--- src/rtl/regfile_b_write_arbiter_if.sv ---
// Port-B write arbiter bus: three request channels, operand-fetch read addresses,
// and the registered register-file write port with stall/hazard feedback.
interface regfile_b_write_arbiter_if #(
  parameter int ADDR_W = 5,
  parameter int DATA_W = 32
);
  logic              md_req;
  logic [ADDR_W-1:0] md_addr;
  logic [DATA_W-1:0] md_data;
  logic              md_ready;
  logic              ls_req;
  logic [ADDR_W-1:0] ls_addr;
  logic [DATA_W-1:0] ls_data;
  logic              ls_ready;
  logic              dbg_req;
  logic [ADDR_W-1:0] dbg_addr;
  logic [DATA_W-1:0] dbg_data;
  logic              dbg_ready;
  logic [ADDR_W-1:0] rd_addr_a;
  logic [ADDR_W-1:0] rd_addr_b;
  logic              rf_we;
  logic [ADDR_W-1:0] rf_waddr;
  logic [DATA_W-1:0] rf_wdata;
  logic [2:0]        grant;
  logic              stall;
  logic              hazard_a;
  logic              hazard_b;

  modport master (
    output md_req, md_addr, md_data, ls_req, ls_addr, ls_data,
           dbg_req, dbg_addr, dbg_data, rd_addr_a, rd_addr_b,
    input  md_ready, ls_ready, dbg_ready, rf_we, rf_waddr, rf_wdata,
           grant, stall, hazard_a, hazard_b
  );

  modport slave (
    input  md_req, md_addr, md_data, ls_req, ls_addr, ls_data,
           dbg_req, dbg_addr, dbg_data, rd_addr_a, rd_addr_b,
    output md_ready, ls_ready, dbg_ready, rf_we, rf_waddr, rf_wdata,
           grant, stall, hazard_a, hazard_b
  );
endinterface

--- src/rtl/regfile_b_write_arbiter.sv ---
// Register-file port-B write arbiter: one holding entry per requester (md, ls, dbg),
// fixed md>ls>dbg priority with starvation promotion of debug, and hazard/stall export.
module regfile_b_write_arbiter #(
  parameter int ADDR_W     = 5,
  parameter int DATA_W     = 32,
  parameter int STARVE_MAX = 3
) (
  input  logic                      clk,
  input  logic                      reset,
  regfile_b_write_arbiter_if.slave  bus
);
  localparam int NREQ = 3;
  localparam int MD   = 0;
  localparam int LS   = 1;
  localparam int DBG  = 2;

  logic [NREQ-1:0]   hold_valid_r;
  logic [ADDR_W-1:0] hold_addr_r [NREQ];
  logic [DATA_W-1:0] hold_data_r [NREQ];
  logic [1:0]        starve_cnt_r;
  logic              rf_we_r;
  logic [ADDR_W-1:0] rf_waddr_r;
  logic [DATA_W-1:0] rf_wdata_r;
  logic [NREQ-1:0]   grant_r;

  logic [NREQ-1:0]   req_s;
  logic [NREQ-1:0]   ready_s;
  logic [NREQ-1:0]   xfer_s;
  logic [NREQ-1:0]   issue_s;
  logic              promote_s;
  logic [ADDR_W-1:0] req_addr_s [NREQ];
  logic [DATA_W-1:0] req_data_s [NREQ];
  logic [ADDR_W-1:0] issue_addr_s;
  logic [DATA_W-1:0] issue_data_s;
  logic              hazard_a_s;
  logic              hazard_b_s;

  assign req_s[MD]       = bus.md_req;
  assign req_s[LS]       = bus.ls_req;
  assign req_s[DBG]      = bus.dbg_req;
  assign req_addr_s[MD]  = bus.md_addr;
  assign req_addr_s[LS]  = bus.ls_addr;
  assign req_addr_s[DBG] = bus.dbg_addr;
  assign req_data_s[MD]  = bus.md_data;
  assign req_data_s[LS]  = bus.ls_data;
  assign req_data_s[DBG] = bus.dbg_data;

  assign promote_s = (starve_cnt_r == 2'(STARVE_MAX));

  // Issue selection: debug jumps the queue once it has lost STARVE_MAX times in a row.
  always_comb begin
    issue_s = 3'b000;
    if (promote_s && hold_valid_r[DBG]) begin
      issue_s = 3'b100;
    end else if (hold_valid_r[MD]) begin
      issue_s = 3'b001;
    end else if (hold_valid_r[LS]) begin
      issue_s = 3'b010;
    end else if (hold_valid_r[DBG]) begin
      issue_s = 3'b100;
    end else begin
      issue_s = 3'b000;
    end
  end

  // Mux the selected holding entry onto the write port.
  always_comb begin
    issue_addr_s = {ADDR_W{1'b0}};
    issue_data_s = {DATA_W{1'b0}};
    case (issue_s)
      3'b001: begin
        issue_addr_s = hold_addr_r[MD];
        issue_data_s = hold_data_r[MD];
      end
      3'b010: begin
        issue_addr_s = hold_addr_r[LS];
        issue_data_s = hold_data_r[LS];
      end
      3'b100: begin
        issue_addr_s = hold_addr_r[DBG];
        issue_data_s = hold_data_r[DBG];
      end
      default: begin
        issue_addr_s = {ADDR_W{1'b0}};
        issue_data_s = {DATA_W{1'b0}};
      end
    endcase
  end

  // An entry issuing this cycle can be refilled on the same edge, giving 1 write/cycle.
  assign ready_s = ~hold_valid_r | issue_s;
  assign xfer_s  = req_s & ready_s;

  // Pending-write hazards against both operand-fetch read ports.
  always_comb begin
    hazard_a_s = rf_we_r && (rf_waddr_r == bus.rd_addr_a);
    hazard_b_s = rf_we_r && (rf_waddr_r == bus.rd_addr_b);
    for (int i = 0; i < NREQ; i++) begin
      hazard_a_s = hazard_a_s | (hold_valid_r[i] && (hold_addr_r[i] == bus.rd_addr_a));
      hazard_b_s = hazard_b_s | (hold_valid_r[i] && (hold_addr_r[i] == bus.rd_addr_b));
    end
  end

  assign bus.md_ready  = ready_s[MD];
  assign bus.ls_ready  = ready_s[LS];
  assign bus.dbg_ready = ready_s[DBG];
  assign bus.stall     = (req_s[MD] && !ready_s[MD]) || (req_s[LS] && !ready_s[LS]);
  assign bus.hazard_a  = hazard_a_s;
  assign bus.hazard_b  = hazard_b_s;
  assign bus.rf_we     = rf_we_r;
  assign bus.rf_waddr  = rf_waddr_r;
  assign bus.rf_wdata  = rf_wdata_r;
  assign bus.grant     = grant_r;

  // Holding entries: capture on transfer, release on issue.
  always_ff @(posedge clk) begin
    if (reset) begin
      hold_valid_r <= 3'b000;
      for (int i = 0; i < NREQ; i++) begin
        hold_addr_r[i] <= {ADDR_W{1'b0}};
        hold_data_r[i] <= {DATA_W{1'b0}};
      end
    end else begin
      for (int i = 0; i < NREQ; i++) begin
        if (xfer_s[i]) begin
          hold_valid_r[i] <= 1'b1;
          hold_addr_r[i]  <= req_addr_s[i];
          hold_data_r[i]  <= req_data_s[i];
        end else if (issue_s[i]) begin
          hold_valid_r[i] <= 1'b0;
        end else begin
          hold_valid_r[i] <= hold_valid_r[i];
        end
      end
    end
  end

  // Debug starvation counter, saturating at 3.
  always_ff @(posedge clk) begin
    if (reset) begin
      starve_cnt_r <= 2'd0;
    end else if (hold_valid_r[DBG] && !issue_s[DBG]) begin
      if (starve_cnt_r != 2'd3) begin
        starve_cnt_r <= starve_cnt_r + 2'd1;
      end else begin
        starve_cnt_r <= starve_cnt_r;
      end
    end else begin
      starve_cnt_r <= 2'd0;
    end
  end

  // Registered write port; address/data hold their last value when idle.
  always_ff @(posedge clk) begin
    if (reset) begin
      rf_we_r    <= 1'b0;
      rf_waddr_r <= {ADDR_W{1'b0}};
      rf_wdata_r <= {DATA_W{1'b0}};
      grant_r    <= 3'b000;
    end else if (issue_s != 3'b000) begin
      rf_we_r    <= 1'b1;
      rf_waddr_r <= issue_addr_s;
      rf_wdata_r <= issue_data_s;
      grant_r    <= issue_s;
    end else begin
      rf_we_r    <= 1'b0;
      rf_waddr_r <= rf_waddr_r;
      rf_wdata_r <= rf_wdata_r;
      grant_r    <= 3'b000;
    end
  end
endmodule

--- src/flat_wrapper.sv ---
// flat-port wrapper written by rule: the top's interface ports become plain ports
module regfile_b_write_arbiter_flat 
#(
  parameter int ADDR_W     = 5,
  parameter int DATA_W     = 32,
  parameter int STARVE_MAX = 3
)
  (clk, reset, bus_md_req, bus_md_addr, bus_md_data, bus_ls_req, bus_ls_addr, bus_ls_data, bus_dbg_req, bus_dbg_addr, bus_dbg_data, bus_rd_addr_a, bus_rd_addr_b, bus_md_ready, bus_ls_ready, bus_dbg_ready, bus_rf_we, bus_rf_waddr, bus_rf_wdata, bus_grant, bus_stall, bus_hazard_a, bus_hazard_b);
  regfile_b_write_arbiter_if #(.ADDR_W(ADDR_W), .DATA_W(DATA_W)) bus_i ();
  input  logic clk;
  input  logic reset;
  input wire logic [$bits(bus_i.md_req)-1:0] bus_md_req;
  input wire logic [$bits(bus_i.md_addr)-1:0] bus_md_addr;
  input wire logic [$bits(bus_i.md_data)-1:0] bus_md_data;
  input wire logic [$bits(bus_i.ls_req)-1:0] bus_ls_req;
  input wire logic [$bits(bus_i.ls_addr)-1:0] bus_ls_addr;
  input wire logic [$bits(bus_i.ls_data)-1:0] bus_ls_data;
  input wire logic [$bits(bus_i.dbg_req)-1:0] bus_dbg_req;
  input wire logic [$bits(bus_i.dbg_addr)-1:0] bus_dbg_addr;
  input wire logic [$bits(bus_i.dbg_data)-1:0] bus_dbg_data;
  input wire logic [$bits(bus_i.rd_addr_a)-1:0] bus_rd_addr_a;
  input wire logic [$bits(bus_i.rd_addr_b)-1:0] bus_rd_addr_b;
  output wire logic [$bits(bus_i.md_ready)-1:0] bus_md_ready;
  output wire logic [$bits(bus_i.ls_ready)-1:0] bus_ls_ready;
  output wire logic [$bits(bus_i.dbg_ready)-1:0] bus_dbg_ready;
  output wire logic [$bits(bus_i.rf_we)-1:0] bus_rf_we;
  output wire logic [$bits(bus_i.rf_waddr)-1:0] bus_rf_waddr;
  output wire logic [$bits(bus_i.rf_wdata)-1:0] bus_rf_wdata;
  output wire logic [$bits(bus_i.grant)-1:0] bus_grant;
  output wire logic [$bits(bus_i.stall)-1:0] bus_stall;
  output wire logic [$bits(bus_i.hazard_a)-1:0] bus_hazard_a;
  output wire logic [$bits(bus_i.hazard_b)-1:0] bus_hazard_b;
  assign bus_i.md_req = bus_md_req;
  assign bus_i.md_addr = bus_md_addr;
  assign bus_i.md_data = bus_md_data;
  assign bus_i.ls_req = bus_ls_req;
  assign bus_i.ls_addr = bus_ls_addr;
  assign bus_i.ls_data = bus_ls_data;
  assign bus_i.dbg_req = bus_dbg_req;
  assign bus_i.dbg_addr = bus_dbg_addr;
  assign bus_i.dbg_data = bus_dbg_data;
  assign bus_i.rd_addr_a = bus_rd_addr_a;
  assign bus_i.rd_addr_b = bus_rd_addr_b;
  assign bus_md_ready = bus_i.md_ready;
  assign bus_ls_ready = bus_i.ls_ready;
  assign bus_dbg_ready = bus_i.dbg_ready;
  assign bus_rf_we = bus_i.rf_we;
  assign bus_rf_waddr = bus_i.rf_waddr;
  assign bus_rf_wdata = bus_i.rf_wdata;
  assign bus_grant = bus_i.grant;
  assign bus_stall = bus_i.stall;
  assign bus_hazard_a = bus_i.hazard_a;
  assign bus_hazard_b = bus_i.hazard_b;
  regfile_b_write_arbiter #(.ADDR_W(ADDR_W), .DATA_W(DATA_W), .STARVE_MAX(STARVE_MAX)) u_core (.clk(clk), .reset(reset), .bus(bus_i));
endmodule
--- config.mk ---
export PLATFORM = sky130hd
export DESIGN_NAME = regfile_b_write_arbiter_flat
export DESIGN_NICKNAME = d
export VERILOG_FILES = /design/src/rtl/regfile_b_write_arbiter_if.sv /design/src/rtl/regfile_b_write_arbiter.sv /design/src/flat_wrapper.sv
export SDC_FILE = /design/constraint.sdc
export NUM_CORES = 1
export LEC_CHECK = 0
export ABC_CLOCK_PERIOD_IN_PS = 6360
export BUFFER_PORTS_ARGS = -buffer_cell sky130_fd_sc_hd__buf_2
export CORE_UTILIZATION = 25
export CTS_CLUSTER_SIZE = 28
export DETAILED_ROUTE_END_ITERATION = 10
export PLACE_DENSITY = 0.55
export SLEW_MARGIN = 20
export SYNTH_ARGS = -nofsm -noshare
export SYNTH_HDL_FRONTEND = slang
export SYNTH_SLANG_ARGS = --single-unit
--- constraint.sdc ---
create_clock -name clk -period 6.36 [get_ports clk]
set_input_delay 0.636 -clock clk [delete_from_list [all_inputs] [get_ports clk]]
set_output_delay 0.636 -clock clk [all_outputs]
set_load 0.1 [all_outputs]
* Word-level counts from Yosys, hierarchy flattened
Memory sizes are Yosys's and may differ from the RTL's. Cells that the tools add are included.
Word-level totals: flip-flop bits (word level) 46, bits in latches 0, RAM bits 111, bits in read-only memories 0, input port bits 126, output and inout bits 47, memories 2
Operators by class: $add $sub $neg 1, multipliers 0, div/mod/pow operators 0, $lt $le $gt $ge 0, equality and inequality tests 13, shift operators 0, multiplexer cells 30, bitwise operators 17, reduce and logical (&&, ||, !) cells 22
Memories:
- u_core.hold_data_r | depth 3, width 32, rd ports 3, clocked after memory_dff 0, wr ports 3, line regfile_b_write_arbiter.sv:19 | logic [DATA_W-1:0] hold_data_r [NREQ];
- u_core.hold_addr_r | depth 3, width 5, rd ports 3, clocked after memory_dff 0, wr ports 3, line regfile_b_write_arbiter.sv:18 | logic [ADDR_W-1:0] hold_addr_r [NREQ];
Operators by type and width (number):
- 32-bit two-way mux | 3
- 32-bit case mux with 3 select lines | 1
- 5-bit equality test | 8
- 1-bit two-way mux | 18
- 5-bit two-way mux | 3
- 5-bit case mux with 3 select lines | 1
- 1-bit logical AND | 12
- 3-bit two-way mux | 4
- 1-bit bitwise OR | 12
- 2-bit nonzero test | 3
- 2-bit OR reduction | 2
- 3-bit AND | 1
- 3-bit by 1-bit equality test with 1-bit output, second input constant | 1
- 3-bit by 2-bit equality test with 1-bit output, second input constant | 1
- 3-bit equality test, second input constant | 1
- 1-bit logical NOT | 3
- 3-bit NOT | 1
- 3-bit bitwise OR | 1
- 3-bit nonzero test | 1
- 2-bit by 1-bit adder with 2-bit output, second input constant | 1
- 2-bit equality test, second input constant | 1
- 2-bit inequality test, second input constant | 1
- 1-bit NOT | 2
- 1-bit logical OR | 1

* Longest topological paths before layout
depth in word-level cells 10, depth in mapped cells 8

* Worst setup path after synthesis
OpenSTA, ideal clock, no wires.
kind in2out, from input port bus_rd_addr_a[0], to output port bus_hazard_a, data arrival time 4.572 ns, data required time 5.724 ns, slack 1.152 ns, stages on the path 4, cells stage by stage clkbuf_1 > xnor2_1 > nand4_1 > o311ai_0
Between the ends: cells in the longest elaborated chain, start to end 5, elaborated cells between the ends (all ways) 11, classes of those cells eq/ne: 4; bitwise: 3; reduce/logical: 4
Ends and longest elaborated chain:
- from (decl) | line flat_wrapper.sv:21 | input wire logic [$bits(bus_i.rd_addr_a)-1:0] bus_rd_addr_a;
- 5-bit equality test, on equally long branches | line regfile_b_write_arbiter.sv:96, regfile_b_write_arbiter.sv:99
- 1-bit logical AND, on equally long branches | line regfile_b_write_arbiter.sv:96, regfile_b_write_arbiter.sv:99
- 1-bit bitwise OR (2 in a row) | line regfile_b_write_arbiter.sv:99 | hazard_a_s = hazard_a_s | (hold_valid_r[i] && (hold_addr_r[i] == bus.rd_addr_a));
- 1-bit bitwise OR (*) | line regfile_b_write_arbiter.sv:99
- to (decl) | line flat_wrapper.sv:31 | output wire logic [$bits(bus_i.hazard_a)-1:0] bus_hazard_a;
Mark *: on every way between the ends. The rest lies on a longest branch, timed or not.

==> impl_metrics.tcl <==
set metrics [dict create \
    crit_type "flip-flop to output port" \
    synthArstFlopShare_pct 0 \
    ioPinCount 173 \
    die_y_um 165.7 \
    routed_wl_mm 18.14 \
    yosysSeqAreaShare_pct 63.48 \
    syn_area_per_cell_sq_um 12.30 \
    vias 4656 \
    cts_buffers 17 \
    rsz0062_at_grt "no" \
    r2r-start "u_core.hold_valid_r[1]" \
    critPathArrivalTime_ps 2250 \
    yosysUniqueCellTypes 30 \
    synthesis.area_sq_um 6701 \
    critPathCapture "bus_hazard_a" \
    cts_tree "built" \
    r2r_cells 6 \
    syn_inst 545 \
    cts-root-buf "clkbuf_16" \
    period_needed_ps 2881 \
    viasPerCell 4.439 \
    gp_congestion 0.8028 \
    clk_pin_slew_ps 70 \
    slowest_stage "buf_2" \
    crit_start "u_core.hold_addr_r[0][12]" \
    maxSlewViolCount 0 \
    ctsHoldBuffers 0 \
    drv_cap 0 \
    io_buffers 172 \
    grt_pass1_vias 4691 \
    ys_warn_count 0 \
    cellPowerDensity_nw_per_um2 325.0 \
    ff2ff_setup_slack_ps 3730 \
    max_slew.worst_pin.slew_ps 1077 \
    initial_core_util_pct 25.57 \
    antenna-diode-count 0 \
    synth_enable_flop_cells 111 \
    grt_usage_pct 13.56 \
    irDropWorstVdd_mv 0.1610 \
    hpwl_mm 11.65 \
    grt_antenna_before_repair 2 \
    design.core.area_sq_um 26210 \
    p_leak_nw 3.496 \
    endpoint_kind "output port" \
    cp_num_buf_inv 1 \
    fin_crit_sh_pct 45.30 \
    critPathMaxFanout 3 \
    drcViolationCount 11 \
    overflow 0 \
    finalSetupViolCount 0 \
    setup_tns_ps 0 \
    synth_ff_type "edfxtp_1" \
    cts.sinks 157 \
    crit_chain "xor2_1 -> nor4_1 -> and3_1 -> a31oi_1 -> o311ai_0 -> buf_2" \
    worstReg2RegEnd "u_core.hold_data_r[0][92]" \
    cp_top_family "buffers and inverters" \
    fin_util_pct 32.23 \
    violations "design-rule violations" \
    die_x_um 165.7 \
    drive_gt1_share_pct 30.39 \
    row_count 59 \
    worstPathRequired_ps 5720 \
    relSlewSlack_pct 28.21 \
    firstDrtPassIters 10 \
    cts_resized 0 \
    run_status "complete, but fails checks" \
    crit_cells 6 \
    drt_iter0_markers 231 \
    critPathMaxStageDelay_ps 520 \
    ys_ff_latch 157 \
    fmax_mhz 347.1 \
    start_kind "flip-flop" \
    clock_skew_ps 10.76 \
    syn_nets 672 \
    grt_first_pass_wirelength_mm 27.82 \
    fin_nets 828 \
    hold_viol 0 \
    floorplan.die_area_sq_um 27460 \
    insertion_delay_ps 420 \
    post_drt_wl_per_cell_um 17.29 \
    drtAntennaViolNets 0 \
    hold_class "flip-flop to flip-flop" \
    area_growth_pct 26.03 \
    post_cts_buffers 0 \
    htreeDepth 4 \
    clockBufferDepth 2 \
    grt_max_degree 66 \
]
## synth_stat cells, types with 6 or more instances
library cell | n | area (sq um)
dfxtp_1 | 46 | 920.9
nor4_1 | 6 | 37.54
clkbuf_1 | 25 | 93.84
nor3_1 | 41 | 205.2
a221o_1 | 37 | 370.4
edfxtp_1 | 111 | 3333
nor2_1 | 41 | 153.9
xnor2_1 | 14 | 122.6
and2_1 | 114 | 713.2
xor2_1 | 26 | 227.7
buf_6 | 10 | 112.6
a21oi_1 | 40 | 200.2
## area by class of cell
class	count	area, sq um
clock buffer	18	439.2
clock inverter	14	157.7
fill	2697	17760
inverter	4	15.01
multi-input combinational	345	2247
sequential	157	4254
tap	335	419.2
timing repair buffer	176	913.4
## metrics by stage
stage | power [W] | hold WS [ps] | setup slack (ps) | cells | instance area (sq um)
after floorplan | 0.001594 | 408.4 | 1152 | 545 | 6701
after global placement | 0.001722 | 418.5 | 3447 | 1016 | 7806
after detailed placement | 0.001726 | 426.5 | 3410 | 1017 | 7834
after CTS | 0.002776 | 436.3 | 3435 | 1049 | 8431
after global routing | 0.002847 | 467.0 | 3306 | 1049 | 8446
final | 0.002744 | 434.6 | 3479 | 1049 | 8446
## power by group
part / internal [W] / leakage [nW] / switching (W) / total [W]
sequential: 0.00119 / 1.58 / 0.0000425 / 0.00123
combinational: 0.000130 / 1.63 / 0.000335 / 0.000465
clock: 0.000598 / 0.285 / 0.000449 / 0.00105
total: 0.00192 / 3.50 / 0.000826 / 0.00274
## state kept, by name, summed over array words and instances, names as in the netlist
| signal | count |
|---|---|
| u_core.hold_valid_r | 3 |
| u_core.bus.grant | 3 |
| u_core.bus.rf_wdata | 32 |
| u_core.starve_cnt_r | 2 |
| u_core.bus.rf_we | 1 |
| u_core.hold_data_r | 96 |
| u_core.bus.rf_waddr | 5 |
| u_core.hold_addr_r | 15 |
## cell usage in the layout, fill, tap and decap left out, drive strengths merged
| cell | count |
|---|---|
| nand2 | 2 |
| a221oi | 1 |
| buf | 176 |
| a21oi | 40 |
| clkbuf | 18 |
| or3b | 1 |
| nor2 | 41 |
| or3 | 1 |
| nand4 | 2 |
| nor4 | 6 |
| xnor2 | 14 |
| o22ai | 2 |
| nand3 | 4 |
| o21ai | 2 |
| clkinv | 3 |
| a21o | 3 |
| bufinv | 2 |
| ha | 1 |
| o21a | 1 |
| dfxtp | 46 |
| clkinvlp | 3 |
| and2 | 114 |
| a221o | 37 |
| a31oi | 2 |
| nor3b | 1 |
| and3 | 2 |
| o311ai | 1 |
| xor2 | 26 |
| nor3 | 41 |
| inv | 10 |
| edfxtp | 111 |
## routing by layer
| metal | vias up | global-route usage (%) | routed length, um |
|---|---|---|---|
| li1 | 2273 | - | - |
| met1 | 2243 | 16.95 | 8092 |
| met2 | 126 | 22.88 | 8879 |
| met3 | 14 | 3.035 | 912 |
| met4 | 0 | 4.998 | 255 |
| met5 | - | 0 | 0 |
## cell families after synthesis
kind of cell	count (synthesis)	synth area share (%)
flip-flops	157	63.48
XOR/XNOR	40	5.228
adder cells (fa/ha/maj)	1	0.1867
AND/OR/NAND/NOR	215	17.68
AO/OA/AOI/OAI	89	9.839
buffers and inverters	43	3.585
## how the worst min path moves through the flow
stage,from,end,slack (ps),depth (start not counted)
2_1_floorplan,u_core.starve_cnt_r[0],u_core.starve_cnt_r[0],410,1
3_3_place_gp,u_core.starve_cnt_r[0],u_core.starve_cnt_r[0],420,1
3_5_place_dp,u_core.starve_cnt_r[0],u_core.starve_cnt_r[0],430,1
4_1_cts,u_core.starve_cnt_r[0],u_core.starve_cnt_r[0],440,1
5_1_grt,bus_dbg_data[20],u_core.hold_data_r[0][84],470,2
6_report,u_core.starve_cnt_r[0],u_core.starve_cnt_r[0],430,1
No activity file was read; power rests on OpenSTA's default activity.
